`src/rtl/scroll_buffer.sv`:
```
// Programmable 7-segment message store: loads hex nibbles over a valid/ready port,
// then scrolls them right-to-left across DIGITS digits on each scroll tick.
module scroll_buffer #(
   parameter int DEPTH  = 16,
   parameter int DIGITS = 4,
   localparam int SW = (DIGITS > 1) ? $clog2(DIGITS) : 1
) (
   input  logic          clk,
   input  logic          rst,
   input  logic          clear,
   input  logic          wr_valid,
   input  logic [3:0]    wr_data,
   input  logic          wr_last,
   output logic          wr_ready,
   input  logic          tick_scroll,
   input  logic [SW-1:0] dig_sel,
   output logic [3:0]    value,
   output logic          off_display,
   output logic          wrap
);

   localparam int AW = $clog2(DEPTH);
   localparam int LW = $clog2(DEPTH + 1);
   localparam int OW = $clog2(DEPTH + DIGITS);
   localparam int IW = OW + 1;

   localparam logic [0:0] ST_LOAD   = 1'b0;
   localparam logic [0:0] ST_SCROLL = 1'b1;

   logic [3:0]    mem [DEPTH];

   logic [0:0]    state_q, state_d;
   logic [AW-1:0] wptr_q, wptr_d;
   logic [LW-1:0] len_q, len_d;
   logic [OW-1:0] offset_q, offset_d;
   logic [3:0]    value_q, value_d;
   logic          off_display_q, off_display_d;
   logic          wrap_q, wrap_d;
   logic          mem_we;

   logic [IW-1:0] idx;
   logic [IW-1:0] p_last;
   logic          idx_blank;

   // Position in the message for the scanned digit; negative while the leading blanks pass.
   assign idx       = IW'(offset_q) + IW'(dig_sel) - IW'(DIGITS);
   assign p_last    = IW'(len_q) + IW'(DIGITS - 1);
   assign idx_blank = idx[IW-1] || (idx >= IW'(len_q));

   always_comb begin
      state_d       = state_q;
      wptr_d        = wptr_q;
      len_d         = len_q;
      offset_d      = offset_q;
      value_d       = value_q;
      off_display_d = 1'b1;
      wrap_d        = 1'b0;
      mem_we        = 1'b0;

      if (clear) begin
         state_d  = ST_LOAD;
         wptr_d   = '0;
         len_d    = '0;
         offset_d = '0;
      end else if (state_q == ST_LOAD) begin
         if (wr_valid) begin
            mem_we = rst;
            wptr_d = wptr_q + AW'(1);
            // A full buffer terminates the message even without wr_last.
            if (wr_last || (wptr_q == AW'(DEPTH - 1))) begin
               len_d    = LW'(wptr_q) + LW'(1);
               offset_d = '0;
               state_d  = ST_SCROLL;
            end
         end
      end else begin
         if (!idx_blank) begin
            value_d       = mem[idx[AW-1:0]];
            off_display_d = 1'b0;
         end
         if (tick_scroll) begin
            if (IW'(offset_q) == p_last) begin
               offset_d = '0;
               wrap_d   = 1'b1;
            end else begin
               offset_d = offset_q + OW'(1);
            end
         end
      end
   end

   always_ff @(posedge clk) begin
      if (!rst) begin
         state_q       <= ST_LOAD;
         wptr_q        <= '0;
         len_q         <= '0;
         offset_q      <= '0;
         value_q       <= 4'h0;
         off_display_q <= 1'b1;
         wrap_q        <= 1'b0;
      end else begin
         state_q       <= state_d;
         wptr_q        <= wptr_d;
         len_q         <= len_d;
         offset_q      <= offset_d;
         value_q       <= value_d;
         off_display_q <= off_display_d;
         wrap_q        <= wrap_d;
      end
   end

   always_ff @(posedge clk) begin
      if (mem_we) begin
         mem[wptr_q] <= wr_data;
      end
   end

   assign wr_ready    = (state_q == ST_LOAD);
   assign value       = value_q;
   assign off_display = off_display_q;
   assign wrap        = wrap_q;

endmodule

```
`config.mk`:
```
export PLATFORM = sky130hd
export DESIGN_NAME = scroll_buffer
export DESIGN_NICKNAME = d
export VERILOG_FILES = /design/src/rtl/scroll_buffer.sv
export SDC_FILE = /design/constraint.sdc
export NUM_CORES = 1
export LEC_CHECK = 0
export BUFFER_PORTS_ARGS = -buffer_cell sky130_fd_sc_hd__clkbuf_2
export CORE_ASPECT_RATIO = 1.2
export CORE_MARGIN = 3
export CORE_UTILIZATION = 30
export CTS_BUF_LIST = sky130_fd_sc_hd__clkbuf_16
export DETAILED_ROUTE_END_ITERATION = 10
export PLACE_DENSITY = 0.49
export SETUP_SLACK_MARGIN = 0.15
export SLEW_MARGIN = 20
export SYNTH_ARGS = -nofsm -noshare
export SYNTH_HDL_FRONTEND = slang
export SYNTH_SLANG_ARGS = --single-unit
export TNS_END_PERCENT = 50
```
`constraint.sdc`:
```
create_clock -name clk -period 8.25 [get_ports clk]
set_input_delay 1.65 -clock clk [delete_from_list [all_inputs] [get_ports clk]]
set_output_delay 1.65 -clock clk [all_outputs]
set_load 0.005 [all_outputs]
```
==> flow_summary.json <==
{
  "wl_um": 7530,
  "dp.final_hpwl_um": 5440,
  "vias_per_cell": 4.81,
  "grt_pass1_vias": 2214,
  "crit_chain": "clkbuf_2 > ha_1 > inv_1 > fa_1 > inv_1 > ha_1 > a211o_1 > a21oi_1 > o21a_1 > o21ai_1",
  "r2r-end": "value[2]$_SDFFE_PN0P_",
  "relSlewSlack_pct": 37.1,
  "grt_setup_unrepaired": "false",
  "num_rows": 44,
  "critPathArrivalTime_ns": 4.32,
  "slew_violations": 0,
  "drt_iter0_markers": 110,
  "power.internal_uw": 682,
  "die_area_um2": 14300,
  "netlist_area_um2": 3870,
  "nets": 316,
  "insertion_delay_ns": 0.33,
  "io_pins": 19,
  "ir_worst_vdd_mv": 0.102,
  "mostFrequentLayoutCells": "edfxtp_1, nor2_1, nand2_1, dfxtp_1",
  "place_area_um2": 4080,
  "antenna_found_initial": 0,
  "hold_end": "value[0]$_SDFFE_PN0P_",
  "synth_edf_count": 64,
  "drtAntennaViolNets": 0,
  "layoutNonFillerInstCount": 456,
  "hold-worst-slack_ns": 0.449,
  "setup_violations": 0,
  "min_period_ns": 4.10,
  "rrSetupSlack_ns": 4.99,
  "grt_max_degree": 18,
  "antenna_cells": 0,
  "ys_seq_area_share_pct": 60.6,
  "combPwrFrac_pct": 4.5,
  "grt-ovfl-total": 0,
  "path_clk_slew_ns": 0.06,
  "synthFlopType": "edfxtp_1",
  "cap_viol_max_count": 0,
  "postCtsSetupBuffers": 0,
  "placed_cells": 440,
  "wire_per_inst_um": 16.5,
  "critPathLaunchType": "input pin",
  "netlist.area_leader.share_pct": 49.7,
  "grt_pass1_wl_um": 11900,
  "switchingPower_uw": 190,
  "final_common_cell": "edfxtp_1",
  "die_h_um": 130,
  "end_kind": "register",
  "reg2reg_from": "offset_q[0]$_SDFFE_PP0P_",
  "holdCritStartpoint": "value[0]$_SDFFE_PN0P_",
  "powerDensity_nw_per_um2": 200,
  "cpPeakStageDelay_ns": 1.01,
  "swShare_pct": 21.8,
  "p_leak_uw": 0.00140,
  "outcome": "finished clean",
  "cts_buffer_depth": 2,
  "area_delta_synth_final_pct": 12.7,
  "p_clk_share_pct": 42.4,
  "numCtsBuffers": 9,
  "required_ns": 8.47,
  "design_area_um2": 4360,
  "synthArstFlopShare_pct": 0,
  "fin_worst_skew_ns": 0.00801,
  "synth_area_leader_cell": "edfxtp_1",
  "drtPass1Iterations": 4,
  "hold_violations": 0,
  "critPathSlowestCell": "fa_1",
  "numPortBuffers": 18,
  "gp_congestion": 0.779,
  "hold_class": "register to register",
  "crit_type": "input pin to register",
  "reg2reg_depth": 9,
  "worst_slew_pin_slew_ns": 0.943,
  "routed-via-count": 2195,
  "setup_tns_ns": 0,
  "hold_buffers": 0,
  "fp.dieW_um": 110,
  "cts.sinks": 85,
  "p_seq_share_pct": 53.0,
  "holdPathStages": 2,
  "cts_resized": 0,
  "synthTopCellsByArea": "edfxtp_1, dfxtp_1, mux4_2",
  "track_usage_pct": 11.4,
  "htree_num_levels": 3,
  "synth.distinct_cells": 37,
  "syn_area_per_cell_um2": 14.1,
  "core_um2": 12300,
  "layout-drive-gt1-share_pct": 16.3,
  "postSynthCellCount": 274,
  "synth_nets": 300,
  "yosysWarnings": 0,
  "ys_seq_elements": 85,
  "root_buffer": "clkbuf_16",
  "fmax_ghz": 0.244,
  "initial_core_util_pct": 31.4,
  "crit_path_max_fanout": 17,
  "cts_tree": "done",
  "drc": 0,
  "fin_crit_sh_pct": 49.7
}
[area by class of cell]
class                           instances  area (µm²)
Clock buffer                            9         225
Clock inverter                          7        50.0
Fill cell                            1189        7970
Inverter                               17        63.8
Multi-Input combinational cell        159        1390
Sequential cell                        85        2340
Tap cell                              161         201
Timing Repair Buffer                   18        90.1
[power by group through the flow]
stage	logic (µW)	registers [µW]	clock network (µW)
6_report	39.6	463	370
5_1_grt	44.3	463	403
4_1_cts	40.8	463	380
3_5_place_dp	40.7	472	0
3_3_place_gp	40.0	472	0
2_1_floorplan	27.7	472	0
[state kept, by name, summed over array words and instances (netlist names)]
name,cells
len_q,5
value,4
wptr_q,4
mem,64
off_display,1
offset_q,5
state_q,1
wrap,1
[cells by family after synthesis]
family / after synthesis / synth area share, %
buffers and inverters: 30 / 3.59
adders and majority gates: 14 / 4.72
DFF: 85 / 60.6
muxes: 20 / 12.5
xor gates and xnor gates: 17 / 4.04
and+or+nand+nor: 67 / 7.38
AOI/OAI and AO/OA: 41 / 7.18
[worst max-delay path: cells and delay by family]
| kind | cells | cell delay, ns |
|---|---|---|
| compound gates | 4 | 0.95 |
| buf+inv | 3 | 0.24 |
| fa+ha+maj | 3 | 1.47 |
[synthesized netlist by cell type (3+ instances only)]
master / count
ha_1: 13
dfxtp_1: 21
a21oi_1: 11
mux4_1: 9
nor3_1: 5
o21ai_1: 10
nand2_1: 21
o2111ai_1: 5
xnor2_1: 11
a211oi_1: 4
inv_1: 17
edfxtp_1: 64
nand3_1: 3
xor2_1: 5
mux4_2: 11
clkbuf_1: 9
nand2b_1: 5
nor2_1: 29
[metrics by stage]
step	utilization (%)	total power [µW]	setup slack, ns
2_1_floorplan	-	499	4.13
3_3_place_gp	33.1	512	3.79
3_5_place_dp	33.1	513	3.71
4_1_cts	35.3	884	4.06
5_1_grt	35.3	910	3.91
6_report	35.3	872	4.15
[worst max path at each step]
stage          startpoint                     to  cells after the start
6_report       dig_sel[0]  value[2]$_SDFFE_PN0P_                     10
5_1_grt        dig_sel[0]  value[1]$_SDFFE_PN0P_                     10
4_1_cts        dig_sel[0]  value[2]$_SDFFE_PN0P_                     10
3_5_place_dp   dig_sel[0]  value[2]$_SDFFE_PN0P_                     10
3_3_place_gp   dig_sel[0]  value[1]$_SDFFE_PN0P_                     10
2_1_floorplan  dig_sel[0]  value[0]$_SDFFE_PN0P_                     11
[routing by layer]
metal  vias up  routed length (µm)  part of all wire (%)  global-route usage (%)
met4         0                 129                   1.7                    4.26
met1      1085                3330                    44                    13.9
met5         -                   0                     0                       0
met2        34                3880                    52                    19.8
li1       1068                   -                     -                       -
met3         8                 191                   2.5                    2.26
Note: power is estimated with default switching activity, not from simulation.
